**config.mk**
```make
export PLATFORM = sky130hd
export DESIGN_NAME = rdma_rx_buf_sequencer
export DESIGN_NICKNAME = d
export VERILOG_FILES = /design/src/rtl/rdma_rx_buf_sequencer.sv
export SDC_FILE = /design/constraint.sdc
export NUM_CORES = 1
export LEC_CHECK = 0
export BUFFER_PORTS_ARGS = -buffer_cell sky130_fd_sc_hd__buf_2
export CAP_MARGIN = 10
export CELL_PAD_IN_SITES_DETAIL_PLACEMENT = 0
export CELL_PAD_IN_SITES_GLOBAL_PLACEMENT = 1
export CORE_UTILIZATION = 36
export CTS_BUF_LIST = sky130_fd_sc_hd__clkbuf_2
export CTS_CLUSTER_SIZE = 20
export DETAILED_ROUTE_END_ITERATION = 12
export HOLD_SLACK_MARGIN = 0.02
export PLACE_DENSITY_LB_ADDON = 0.1
export SLEW_MARGIN = 20
export SYNTH_ARGS = -nofsm -noshare
export SYNTH_HDL_FRONTEND = slang
export SYNTH_SLANG_ARGS = --single-unit
```
**constraint.sdc**
```tcl
create_clock -name iClk -period 2.65 [get_ports iClk]
set_clock_uncertainty 0.05 [all_clocks]
set_input_delay 0.3975 -clock iClk [delete_from_list [all_inputs] [get_ports iClk]]
set_output_delay 0.3975 -clock iClk [all_outputs]
set_load 0.1 [all_outputs]
```
**src/rtl/rdma_rx_buf_sequencer.sv**
```systemverilog
// -----------------------------------------------------------------------------
// rdma_rx_buf_sequencer
//
// Sits between the RX decapsulator and an S2MM DMA engine. For every validated
// header it claims the next buffer of a fixed ring, issues a DMA write command,
// passes the payload beats straight through to the DMA, and then posts a
// completion record. Packets that find no free buffer, or that carry a zero or
// oversized length, are drained and dropped so the decapsulator never stalls.
//
// Optional feature macro: RDMA_RX_SEQ_LEN_CHECK_EN
//   defined   : payload bytes are counted; o_cpl_len reports the counted bytes
//               and o_cpl_error also flags a count that differs from the header.
//   undefined : no byte counter; o_cpl_len is the header length and
//               o_cpl_error reflects tuser only.
//
// Ports
//   iClk, iRst                 clock, synchronous active-high reset
//   i_hdr_*                    validated header fields, single-cycle i_hdr_valid
//   s_payload_*                payload stream from the decapsulator
//   m_dma_*                    payload stream to the DMA engine
//   o_cmd_*, i_cmd_ready       DMA write command (address, length)
//   o_cpl_*, i_cpl_ready       completion record (buffer, length, source, error)
//   i_rel_valid                software returns the oldest used buffer
//   o_free_count               buffers currently free
//   o_drop_count               dropped packets, saturating
//   o_hdr_overflow             sticky: a header arrived while one was pending
//   o_state                    FSM state code (IDLE=0 CMD=1 DATA=2 CPL=3 DROP=4)
// -----------------------------------------------------------------------------
module rdma_rx_buf_sequencer #(
    parameter int          NUM_BUFS      = 8,
    parameter logic [31:0] BUF_BASE_ADDR = 32'h1000_0000,
    parameter int          BUF_SIZE      = 2048
) (
    input  logic                        iClk,
    input  logic                        iRst,
    input  logic [31:0]                 i_hdr_src_ip,
    input  logic [15:0]                 i_hdr_src_port,
    input  logic [15:0]                 i_hdr_payload_len,
    input  logic                        i_hdr_valid,
    input  logic [31:0]                 s_payload_tdata,
    input  logic [3:0]                  s_payload_tkeep,
    input  logic                        s_payload_tvalid,
    input  logic                        s_payload_tlast,
    input  logic                        s_payload_tuser,
    output logic                        s_payload_tready,
    output logic [31:0]                 m_dma_tdata,
    output logic [3:0]                  m_dma_tkeep,
    output logic                        m_dma_tvalid,
    output logic                        m_dma_tlast,
    input  logic                        m_dma_tready,
    output logic [31:0]                 o_cmd_addr,
    output logic [15:0]                 o_cmd_len,
    output logic                        o_cmd_valid,
    input  logic                        i_cmd_ready,
    output logic [$clog2(NUM_BUFS)-1:0] o_cpl_buf_idx,
    output logic [15:0]                 o_cpl_len,
    output logic [31:0]                 o_cpl_src_ip,
    output logic [15:0]                 o_cpl_src_port,
    output logic                        o_cpl_error,
    output logic                        o_cpl_valid,
    input  logic                        i_cpl_ready,
    input  logic                        i_rel_valid,
    output logic [$clog2(NUM_BUFS):0]   o_free_count,
    output logic [15:0]                 o_drop_count,
    output logic                        o_hdr_overflow,
    output logic [2:0]                  o_state
);

    localparam int IDXW = $clog2(NUM_BUFS);

    typedef enum logic [2:0] {
        ST_IDLE = 3'd0,
        ST_CMD  = 3'd1,
        ST_DATA = 3'd2,
        ST_CPL  = 3'd3,
        ST_DROP = 3'd4
    } state_t;

    state_t            r_state;
    state_t            w_state_nxt;

    logic              r_pending;
    logic [31:0]       r_hdr_src_ip;
    logic [15:0]       r_hdr_src_port;
    logic [15:0]       r_hdr_len;

    logic [31:0]       r_cur_src_ip;
    logic [15:0]       r_cur_src_port;
    logic [15:0]       r_cur_len;

    logic [IDXW-1:0]   r_wr_idx;
    logic [IDXW:0]     r_used;
    logic [31:0]       r_cmd_addr;
    logic [15:0]       r_cmd_len;
    logic [15:0]       r_drop_count;
    logic              r_hdr_overflow;
    logic              r_err;

    logic              w_leave_idle;
    logic              w_bad_hdr;
    logic              w_beat_acc;
    logic              w_alloc;
    logic              w_release;

    // A header is rejected for a zero length, a length larger than one
    // buffer, or an empty free pool.
    assign w_bad_hdr    = (r_hdr_len == 16'd0) ||
                          ({16'd0, r_hdr_len} > 32'(BUF_SIZE)) ||
                          (r_used == (IDXW+1)'(NUM_BUFS));
    assign w_leave_idle = (r_state == ST_IDLE) && r_pending;
    assign w_beat_acc   = s_payload_tvalid && s_payload_tready;
    assign w_alloc      = (r_state == ST_CPL) && i_cpl_ready;
    assign w_release    = i_rel_valid && (r_used != '0);

    // State register.
    always_ff @(posedge iClk) begin
        if (iRst) begin
            r_state <= ST_IDLE;
        end else begin
            r_state <= w_state_nxt;
        end
    end

    // Next-state and stream gating. The payload is only ever forwarded in DATA
    // and only ever sunk unconditionally in DROP; otherwise the decap is held.
    always_comb begin
        w_state_nxt      = r_state;
        s_payload_tready = 1'b0;
        m_dma_tvalid     = 1'b0;
        case (r_state)
            ST_IDLE: begin
                if (r_pending) begin
                    w_state_nxt = w_bad_hdr ? ST_DROP : ST_CMD;
                end
            end
            ST_CMD: begin
                if (i_cmd_ready) begin
                    w_state_nxt = ST_DATA;
                end
            end
            ST_DATA: begin
                s_payload_tready = m_dma_tready;
                m_dma_tvalid     = s_payload_tvalid;
                if (s_payload_tvalid && m_dma_tready && s_payload_tlast) begin
                    w_state_nxt = ST_CPL;
                end
            end
            ST_CPL: begin
                if (i_cpl_ready) begin
                    w_state_nxt = ST_IDLE;
                end
            end
            ST_DROP: begin
                s_payload_tready = 1'b1;
                if (s_payload_tvalid && s_payload_tlast) begin
                    w_state_nxt = ST_IDLE;
                end
            end
            default: begin
                w_state_nxt = ST_IDLE;
            end
        endcase
    end

    // One-entry header holding register. A header arriving in the same cycle
    // the pending one is consumed is accepted; only a true collision is lost.
    always_ff @(posedge iClk) begin
        if (iRst) begin
            r_pending      <= 1'b0;
            r_hdr_src_ip   <= '0;
            r_hdr_src_port <= '0;
            r_hdr_len      <= '0;
            r_hdr_overflow <= 1'b0;
        end else begin
            if (w_leave_idle) begin
                r_pending <= 1'b0;
            end
            if (i_hdr_valid) begin
                if (!r_pending || w_leave_idle) begin
                    r_pending      <= 1'b1;
                    r_hdr_src_ip   <= i_hdr_src_ip;
                    r_hdr_src_port <= i_hdr_src_port;
                    r_hdr_len      <= i_hdr_payload_len;
                end else begin
                    r_hdr_overflow <= 1'b1;
                end
            end
        end
    end

    // The working copy of the header is taken when IDLE is left so a new
    // header can be parked while this packet is still in flight.
    always_ff @(posedge iClk) begin
        if (iRst) begin
            r_cur_src_ip   <= '0;
            r_cur_src_port <= '0;
            r_cur_len      <= '0;
            r_cmd_addr     <= '0;
            r_cmd_len      <= '0;
            r_drop_count   <= '0;
        end else if (w_leave_idle) begin
            r_cur_src_ip   <= r_hdr_src_ip;
            r_cur_src_port <= r_hdr_src_port;
            r_cur_len      <= r_hdr_len;
            if (w_bad_hdr) begin
                if (r_drop_count != 16'hFFFF) begin
                    r_drop_count <= r_drop_count + 16'd1;
                end
            end else begin
                r_cmd_addr <= BUF_BASE_ADDR + (32'(r_wr_idx) * 32'(BUF_SIZE));
                r_cmd_len  <= r_hdr_len;
            end
        end
    end

    // Ring write pointer and used-buffer count. An allocation and a release in
    // the same cycle cancel out.
    always_ff @(posedge iClk) begin
        if (iRst) begin
            r_wr_idx <= '0;
            r_used   <= '0;
        end else begin
            if (w_alloc) begin
                r_wr_idx <= (r_wr_idx == IDXW'(NUM_BUFS - 1)) ? '0 : r_wr_idx + IDXW'(1);
            end
            case ({w_alloc, w_release})
                2'b10:   r_used <= r_used + (IDXW+1)'(1);
                2'b01:   r_used <= r_used - (IDXW+1)'(1);
                default: r_used <= r_used;
            endcase
        end
    end

`ifdef RDMA_RX_SEQ_LEN_CHECK_EN
    logic [15:0] r_byte_cnt;

    // Error and byte accounting restart for every accepted packet.
    always_ff @(posedge iClk) begin
        if (iRst) begin
            r_err      <= 1'b0;
            r_byte_cnt <= '0;
        end else if (w_leave_idle && !w_bad_hdr) begin
            r_err      <= 1'b0;
            r_byte_cnt <= '0;
        end else if ((r_state == ST_DATA) && w_beat_acc) begin
            r_err      <= r_err | s_payload_tuser;
            r_byte_cnt <= r_byte_cnt + 16'(s_payload_tkeep[0]) + 16'(s_payload_tkeep[1])
                                     + 16'(s_payload_tkeep[2]) + 16'(s_payload_tkeep[3]);
        end
    end

    assign o_cpl_len   = r_byte_cnt;
    assign o_cpl_error = r_err | (r_byte_cnt != r_cur_len);
`else
    // Error accumulation restarts for every accepted packet.
    always_ff @(posedge iClk) begin
        if (iRst) begin
            r_err <= 1'b0;
        end else if (w_leave_idle && !w_bad_hdr) begin
            r_err <= 1'b0;
        end else if ((r_state == ST_DATA) && w_beat_acc) begin
            r_err <= r_err | s_payload_tuser;
        end
    end

    assign o_cpl_len   = r_cur_len;
    assign o_cpl_error = r_err;
`endif

    assign m_dma_tdata    = s_payload_tdata;
    assign m_dma_tkeep    = s_payload_tkeep;
    assign m_dma_tlast    = s_payload_tlast;

    assign o_cmd_valid    = (r_state == ST_CMD);
    assign o_cmd_addr     = r_cmd_addr;
    assign o_cmd_len      = r_cmd_len;
    assign o_cpl_valid    = (r_state == ST_CPL);
    assign o_cpl_buf_idx  = r_wr_idx;
    assign o_cpl_src_ip   = r_cur_src_ip;
    assign o_cpl_src_port = r_cur_src_port;
    assign o_free_count   = (IDXW+1)'(NUM_BUFS) - r_used;
    assign o_drop_count   = r_drop_count;
    assign o_hdr_overflow = r_hdr_overflow;
    assign o_state        = r_state;

endmodule

```
# --- After elaboration in Yosys (flattened, before gate mapping) ---
# Cells that the tools add are included.
word_totals:
  register_bits: 205
  in_bits: 110
  out_inout_bits: 181
op_classes:
  muxes: 14
  bitwise: 3
  add_sub_neg: 6
  eq_ne: 14
  n_lt_le_gt_ge: 1
  n_reduce_logical: 24
ops:
  columns: ["operator", "count"]
  rows:
  - ["$add 29x14->30 const A", 1]
  - ["$mux 3", 7]
  - ["$add 16x1->16 const B", 1]
  - ["$gt 16x12->1 const B", 1]
  - ["$logic_not 16->1", 1]
  - ["$ne 16x16->1 const B", 1]
  - ["$pmux 3 s5", 1]
  - ["$logic_and 1x1->1", 9]
  - ["$pmux 4 s2", 1]
  - ["$eq 3x2->1 const B", 2]
  - ["$eq 3x3->1 const B", 2]
  - ["$ne 2x2->1 const B", 3]
  - ["$reduce_and 2->1", 3]
  - ["$reduce_and 5->1", 1]
  - ["$add 4x1->4 const B", 1]
  - ["$eq 4x4->1 const B", 1]
  - ["$mux 1", 4]
  - ["$ne 2x1->1 const B", 2]
  - ["$reduce_bool 4->1", 1]
  - ["$sub 4x1->4 const B", 1]
  - ["$sub 4x4->4 const A", 1]
  - ["$add 3x1->3 const B", 1]
  - ["$eq 3x1->1 const B", 1]
  - ["$logic_not 3->1", 1]
  - ["10 further kinds", 14]

# --- Logic depth before layout (Yosys ltp) ---
# Gate-level depths: netlist of run 1.
depth:
  depth_word: 6
  mapped_depth: 12

# --- Worst setup path after synthesis of run 1 ---
# Ideal clock, no wire load.
synth_path:
  kind: "register -> output"
  startpoint: "reg r_state[0], in the netlist o_state[0]"
  endpoint: "out o_cmd_valid"
  setup_slack_ps: -1303
  arrival_ps: 3505
  n_path_buf: 1
  path_stages_with_launch: 3
  required_ps: 2203
  path_cell_list: "dfxtp_1 clkbuf_1 nor3b_1"
synth_between:
  elab_chain_cells: 1
synth_lines:
  columns: ["element", "line", "source"]
  rows:
  - ["start: declaration", "79", "state_t r_state;"]
  - ["start signal: assignment", "120", "r_state <= w_state_nxt;"]
  - ["$eq 3x1->1", "274", "assign o_cmd_valid = (r_state == ST_CMD);"]
  - ["end: declaration", "53", "output logic o_cmd_valid,"]
# Every way passes these cells.

# --- Worst setup path after layout of run 1 ---
layout_path:
  startpoint: "reg r_hdr_len[12]"
  endpoint: "reg r_err, in the netlist o_cpl_error"
layout_between:
  elab_chain_cells: 6
  word_cells_on_any_way: 7
  classes_between: "order compare: 1; reduce/logical: 6"
layout_lines:
  columns: ["element", "line", "source"]
  rows:
  - ["start: declaration", "85", "logic [15:0] r_hdr_len;"]
  - ["start signal: assignment", "183", "r_hdr_len <= i_hdr_payload_len;"]
  - ["$gt 16x12->1 or $logic_not 16->1 (tied branches)", "108, 107", null]
  - ["$logic_or 1x1->1 *", "107", "assign w_bad_hdr = (r_hdr_len == 16'd0) ||"]
  - ["$logic_or 1x1->1 *", "108", "({16'd0, r_hdr_len} > 32'(BUF_SIZE)) ||"]
  - ["$logic_not 1->1 *", "259", "end else if (w_leave_idle && !w_bad_hdr) begin"]
  - ["$logic_and 1x1->1 *", "259", null]
  - ["$reduce_or 2->1 (no line) *", null, null]
  - ["end signal: assignment", "262", "r_err <= r_err | s_payload_tuser;"]
  - ["end: declaration", "97", "logic r_err;"]
# Every way passes the cells marked *; elsewhere a longest branch is shown, timed or not.
# A chain may end at the register's enable or synchronous reset.

==> run summary, run 1 <==
clk_lat worst skew - 760 ps
count of final hold-check violations - 0
headroom to the max-slew limit - 61.4%
vias after detailed routing - 6,406
post-synth cell types - 46
synthesized area - 0.00728 mm²
outcome - finished, final reports clean
ratio of total power to cell area - 580 mW/mm²
ratio of cells with drive above 1 in the final layout - 23.5%
Clock Sinks - 177
setup repair after global routing missed its margin - false
Reg clk slew, reported paths - 240 ps
CTS Root Buffer Type - clkbuf_2
nets@finish - 1,218
routed length per placed instance - 13.8 µm
final-report setup violation count - 0
count of max-cap constraint violations - 0
max incr delay on CP - 610 ps
vias in the first global route - 5,962
initial antenna violation count - 1
main flop type after synthesis - dfxtp_1
flip-flop and latch area - 0.00355 mm²
CP Cell Sequence - or4_1, a31oi_4, nand3_1, nor2_2, nor3_1, dlygate4sd3_1
maximum vdd ir drop - 0.229 mV
kind of critical path - flop to flop
Antenna Nets Post-Route - 0
synthesized area per cell - 8.14 µm²
detailed-router iteration count before antenna repair - 4
WL final - 19.1 mm
I/O pin count - 291
number of DRC markers in iteration 0 - 203
leakage power of the design - 4.04 nW
WP data required - 3250 ps
grt peak-use layer - met2
final-layout fill cell count - 2,098
post-layout min period - 2480 ps
Hold WS - 154 ps
gate family responsible for the most delay along the worst path - simple AND/OR/NAND/NOR gates
number of synthesized flops with an enable pin - 0
buffer and inverter count on the worst path - 1
number of design rule violations left after detail routing - 0
number of placement rows - 51
maximum frequency from static timing analysis - 0.403 GHz
endpoint arrival time on the critical path - 3090 ps
non-filler cells, final - 1,380
Die ar. - 0.0208 mm²
Synth Warn # - 0
number of placed instances, taps included - 1,268
cts bufs inserted - 17
slew of the pin with the lowest slew margin - 573 ps
final weighted congestion in routability-driven placement - 0.773
cell count after synthesis - 895
Initial Utilization - 37.1%
die outline height - 144 µm
total number of H-tree levels - 4
maximum net fanout on the critical path - 5
post-synthesis to final-layout area growth - 26.0%
total of flip-flops plus latches after synthesis - 177
pin count of the biggest net entering global routing - 105
core area - 0.0197 mm²
final worst-path cycle share - 93.7%
Crit. End Element - flop
first-pass GRT wire length - 30.2 mm
max-slew violation count - 0
met3 Resource Use GR - 5.30%
proportion of register bits with asynchronous set or reset after synthesis - 0%
total track usage - 18.7%
met2 track utilization from global routing - 30.9%
flop-to-flop setup slack - 170 ps
overall overflow remaining after global route - 0
clock tree from TritonCTS - built
detailed-placement wirelength estimate - 12.0 mm
quantity of I/O buffers inserted on ports - 190
area of combinational cells with multiple inputs - 0.00312 mm²
Max clock buf depth - 2
post-DR vias/cell - 4.64
sequential element share of the synthesized area - 48.7%
Slowest cell on crit path - or4_1
path class of the lowest-slack min-delay path - input pin to flop
Die Wd - 144 µm
met1 capacity usage during global routing - 23.5%
startpoint class of the critical path - flop
Setup Total Neg Slack - 0 ps
## metrics by stage
| stage | util (%) | worst slack (ps) | total power [mW] | cell area [µm²] |
|---|---|---|---|---|
| 6_report | 46.7 | 166 | 5.32 | 9170 |
| 5_1_grt | 46.7 | 6.79 | 5.63 | 9170 |
| 4_1_cts | 46.6 | 33.4 | 5.42 | 9150 |
| 3_5_place_dp | 41.3 | 229 | 3.93 | 8120 |
| 3_3_place_gp | 41.3 | 257 | 3.93 | 8120 |
| 2_1_floorplan | - | 32.2 | 3.99 | 7410 |
## cells in the final DEF (no fill, tap or decap), types with 4 or more instances in the layout
| cell type | synthesis | final |
|---|---|---|
| conb_1 | 1 | 28 |
| clkbuf_2 | 0 | 17 |
| nand4_1 | 7 | 7 |
| mux2_2 | 6 | 6 |
| nor2b_1 | 10 | 9 |
| o21ai_0 | 7 | 7 |
| dlygate4sd3_1 | 0 | 79 |
| xor2_1 | 5 | 5 |
| nor3_1 | 11 | 10 |
| dfxtp_2 | 0 | 4 |
| inv_1 | 9 | 9 |
| ha_1 | 7 | 7 |
| or4_1 | 6 | 6 |
| nor2_1 | 36 | 34 |
| and3_1 | 4 | 4 |
| nand3_1 | 10 | 10 |
| nand2_1 | 268 | 267 |
| inv_8 | 0 | 4 |
| inv_6 | 0 | 6 |
| dfxtp_1 | 177 | 172 |
| buf_2 | 8 | 184 |
| mux2i_1 | 16 | 16 |
| o31ai_1 | 5 | 5 |
| nor3b_1 | 5 | 4 |
| buf_4 | 67 | 12 |
| a21oi_1 | 149 | 149 |
## final timing paths
kind / start / endpoint / cells after the start
worst max-delay path: r_hdr_len[12]$_SDFFE_PP0P_ / o_cpl_error$_SDFFE_PP0P_ / 6
worst min-delay path: m_dma_tready / o_state[0]$_SDFFE_PP0P_ / 6
worst max register to register: r_hdr_len[12]$_SDFFE_PP0P_ / o_cpl_error$_SDFFE_PP0P_ / 6
worst min register to register: r_hdr_src_ip[31]$_SDFFE_PP0P_ / o_cpl_src_ip[31]$_SDFFE_PP0P_ / 2
## registers in the layout (all words and copies together) (netlist names), 4 cells and up
register,count
o_cmd_len,16
r_used,4
o_cpl_src_port,16
o_drop_count,16
r_hdr_len,16
r_hdr_src_ip,32
o_cmd_addr,4
r_hdr_src_port,16
o_cpl_src_ip,32
o_cpl_len,16
## layer usage
| metal | share of wire, % | vias to the layer above |
|---|---|---|
| met3 | 5.5 | 20 |
| met4 | 1.0 | 0 |
| met2 | 48 | 160 |
| met1 | 46 | 2949 |
| met5 | 0 | - |
| li1 | - | 3277 |
## Yosys cell counts (3+ instances only)
library cell | count | area share, %
nand2_1 | 268 | 14
dfxtp_1 | 177 | 49
a21oi_1 | 149 | 10
buf_4 | 67 | 6.9
nor2_1 | 36 | 1.9
clkbuf_1 | 35 | 1.8
mux2i_1 | 16 | 2.2
buf_1 | 11 | 0.57
nor3_1 | 11 | 0.76
nand3_1 | 10 | 0.69
nor2b_1 | 10 | 0.86
inv_1 | 9 | 0.46
buf_2 | 8 | 0.55
ha_1 | 7 | 1.2
nand4_1 | 7 | 0.60
o21ai_0 | 7 | 0.48
mux2_2 | 6 | 0.93
or4_1 | 6 | 0.62
nor3b_1 | 5 | 0.52
o31ai_1 | 5 | 0.52
xor2_1 | 5 | 0.60
and3_1 | 4 | 0.34
and2_1 | 3 | 0.26
and4_1 | 3 | 0.36
nand2b_1 | 3 | 0.26
or3_1 | 3 | 0.26
## report_power, final
group          switching [mW]  internal, mW
Sequential             0.0710          2.77
Combinational           0.844         0.279
Clock                    1.06         0.299
## what timing repair did
action	in CTS	in global routing
hold buffers	79	0
gates resized for setup	5	6
pin swaps	0	0
setup buffers	0	0
setup endpoints to repair	4	7
hold endpoints to repair	88	0
## final cells by class
class                   count  share of cell area [%]
repair buffers            282                    20.7
clock buffers              17                   0.928
inverters                   9                   0.368
flip-flops and latches    177                    38.7
diodes                      1                  0.0273
multi-input cells         614                    34.0
well taps                 265                    3.61
clock inverters            15                    1.54
## worst reg2reg max path: stages (launching register included)
cell	delay [ps]
dfxtp_1	370
or4_1	610
a31oi_4	250
nand3_1	190
nor2_2	280
nor3_1	100
dlygate4sd3_1	560
## logic make-up after synthesis
group | count (synthesis) | share of synthesized area (%)
buffers and inverters | 131 | 10.4
multiplexers | 22 | 3.13
flip-flops | 177 | 48.7
XOR/XNOR | 6 | 0.722
other | 1 | 0.0515
AO/OA/AOI/OAI | 172 | 12.7
adder cells (fa/ha/maj) | 7 | 1.20
AND/OR/NAND/NOR | 379 | 23.1
(Power assumes the default switching activity.)
==> run 2, diff against run 1 <==
--- a/config.mk
+++ b/config.mk
@@ -11,10 +11,10 @@
 export CELL_PAD_IN_SITES_GLOBAL_PLACEMENT = 1
 export CORE_UTILIZATION = 36
 export CTS_BUF_LIST = sky130_fd_sc_hd__clkbuf_2
-export CTS_CLUSTER_SIZE = 20
+export CTS_CLUSTER_SIZE = 25
 export DETAILED_ROUTE_END_ITERATION = 12
 export HOLD_SLACK_MARGIN = 0.02
-export PLACE_DENSITY_LB_ADDON = 0.1
+export PLACE_DENSITY_LB_ADDON = 0.25
 export SLEW_MARGIN = 20
 export SYNTH_ARGS = -nofsm -noshare
 export SYNTH_HDL_FRONTEND = slang
==> run summary, run 2 (same netlist as run 1, synthesis figures left out) <==
total number of H-tree levels - 4 (unchanged)
post-synthesis to final-layout area growth - 26.8%
number of placement rows - 51 (unchanged)
headroom to the max-slew limit - 48.7% (-13 points)
hold path cells - 6 (unchanged)
Antenna Nets Post-Route - 0 (unchanged)
cts bufs inserted - 17 (unchanged)
number of DRC markers in iteration 0 - 280 (+38%)
vias in the first global route - 5,708 (-4.3%)
number of placed instances, taps included - 1,266 (-0.16%)
final-report setup violation count - 0 (unchanged)
path class of the lowest-slack min-delay path - input pin to flop
Worst R2R Start - o_state[0]$_SDFFE_PP0P_
flop-to-flop setup slack - 190 ps (+20 ps)
WP data required - 3310 ps (+60 ps)
post-layout min period - 2460 ps (-24.1 ps)
maximum net fanout on the critical path - 34 (+29)
Setup Total Neg Slack - 0 ps (unchanged)
post-DR vias/cell - 4.61 (-0.75%)
vias after detailed routing - 6,395 (-0.17%)
first-pass GRT wire length - 29.5 mm (-2.5%)
max-slew violation count - 0 (unchanged)
Die Wd - 144 µm (unchanged)
CTS Root Buffer Type - clkbuf_2
launch point of the critical path - o_state[0]$_SDFFE_PP0P_
slew of the pin with the lowest slew margin - 769 ps (+196 ps)
final weighted congestion in routability-driven placement - 0.815 (+5.4%)
most frequent standard cell in the layout excluding fill and tap cells - nand2_1
post-CTS repair timing setup buffer count - 0 (unchanged)
pin count of the biggest net entering global routing - 79 (-25%)
quantity of I/O buffers inserted on ports - 190 (unchanged)
maximum vdd ir drop - 0.232 mV (+1.4%)
ratio of cells with drive above 1 in the final layout - 23.2% (-0.35 points)
clock tree from TritonCTS - built
met3 Resource Use GR - 5.26% (-0.033 points)
endpoint arrival time on the critical path - 3120 ps (+30 ps)
Initial Utilization - 37.1% (unchanged)
ratio of total power to cell area - 571 mW/mm² (-1.6%)
startpoint class of the critical path - flop
die outline height - 144 µm (unchanged)
detailed-placement wirelength estimate - 12.1 mm (+0.86%)
initial antenna violation count - 1 (unchanged)
Clock Sinks - 177 (unchanged)
hold worst-path end - o_state[0]$_SDFFE_PP0P_
leakage power of the design - 4.09 nW (+1.2%)
total track usage - 18.2% (-0.47 points)
non-filler cells, final - 1,388 (+0.58%)
commonest non-fill, non-tap cells in the layout - nand2_1, buf_2, dfxtp_1
worst r2r dst - r_hdr_len[9]$_SDFFE_PP0P_
overall overflow remaining after global route - 0 (unchanged)
met1 capacity usage during global routing - 23.9% (+0.40 points)
FF-to-FF path depth - 7 (+1)
grt peak-use layer - met2
core area - 0.0197 mm² (unchanged)
post-place instance area - 0.00811 mm² (-0.20%)
final worst-path cycle share - 92.8% (-0.91 points)
routed length per placed instance - 13.7 µm (-0.74%)
start point of the worst hold path - m_dma_tready
Die ar. - 0.0208 mm² (unchanged)
clk_lat worst skew - 740 ps (-20 ps)
nets@finish - 1,226 (+0.66%)
count of max-cap constraint violations - 0 (unchanged)
detailed-router iteration count before antenna repair - 5 (+1)
WL final - 19.1 mm (-0.17%)
Max clock buf depth - 2 (unchanged)
Crit. End Element - flop
Hold WS - 204 ps (+50.7 ps)
Reg clk slew, reported paths - 290 ps (+50 ps)
met2 track utilization from global routing - 29.0% (-2.0 points)
maximum frequency from static timing analysis - 0.406 GHz (+0.98%)
I/O pin count - 291 (unchanged)
count of final hold-check violations - 0 (unchanged)
outcome - finished, final reports clean
setup repair after global routing missed its margin - false
summed area of non-filler cells in the final layout - 0.00923 mm² (+0.63%)
number of design rule violations left after detail routing - 0 (unchanged)
kind of critical path - flop to flop
run 2: changes by cell type in the layout (fill, tap and decap cells not counted), sizes merged:
cell / before / now
clkbuf: 18 / 20
clkinvlp: 2 / 3
buf: 202 / 199
inv: 19 / 18
clkinv: 3 / 2
dlygate4sd3: 79 / 89
run 2: worst max-delay path, stage by stage, from the launching register on:
cell and delay (ps):
dfxtp_2 500, nor3_1 110, nor2b_1 330, nand2b_2 230, buf_4 380, nand2_1 100, a21oi_1 170, dlygate4sd3_1 570
run 2: repair_timing:
action                                  CTS  global route
hold buffers                             89             0
resized for setup                         3             6
hold endpoints to repair                102             0
endpoints found under the setup margin    2             6
pin swaps                                 0             0
cloned                                    0             0
run 2: cell type report:
type / count / area (µm²)
fillers: 2056 / 10400
flip-flops and latches: 177 / 3550
multi-input cells: 614 / 3120
repair buffers: 290 / 1980
well taps: 265 / 332
clock inverters: 14 / 119
clock buffers: 18 / 90.1
inverters: 9 / 33.8
diodes: 1 / 2.50
run 2: per-stage QoR:
stage | util [%] | setup slack [ps] | power [mW]
after global placement | 41.2 | 242 | 3.92
after CTS | 46.9 | 14.3 | 5.36
after floorplan | - | 32.2 | 3.99
after detailed placement | 41.2 | 192 | 3.92
after global routing | 47.0 | 28.9 | 5.55
final | 47.0 | 190 | 5.27
run 2: worst max-delay path by stage:
| stage | slack, ps | to |
|---|---|---|
| floorplan | 30 | r_used[2]$_SDFFE_PP0P_ |
| global placement | 240 | r_used[2]$_SDFFE_PP0P_ |
| detailed placement | 190 | r_used[2]$_SDFFE_PP0P_ |
| CTS | 10 | m_dma_tvalid |
| global route | 30 | r_hdr_len[9]$_SDFFE_PP0P_ |
| finish | 190 | r_hdr_len[9]$_SDFFE_PP0P_ |
run 2: where the power goes:
| part | switching (mW) | total (mW) | internal (mW) |
|---|---|---|---|
| clock network | 1.02 | 1.30 | 0.283 |
| registers | 0.0704 | 2.84 | 2.77 |
| logic | 0.841 | 1.13 | 0.285 |
| total | 1.93 | 5.27 | 3.34 |
run 2: per-layer routing:
layer	share of wire, %	wire length (µm)
met1	47	8930
met2	47	8920
met3	5.6	1070
met4	0.83	158
met5	0	0
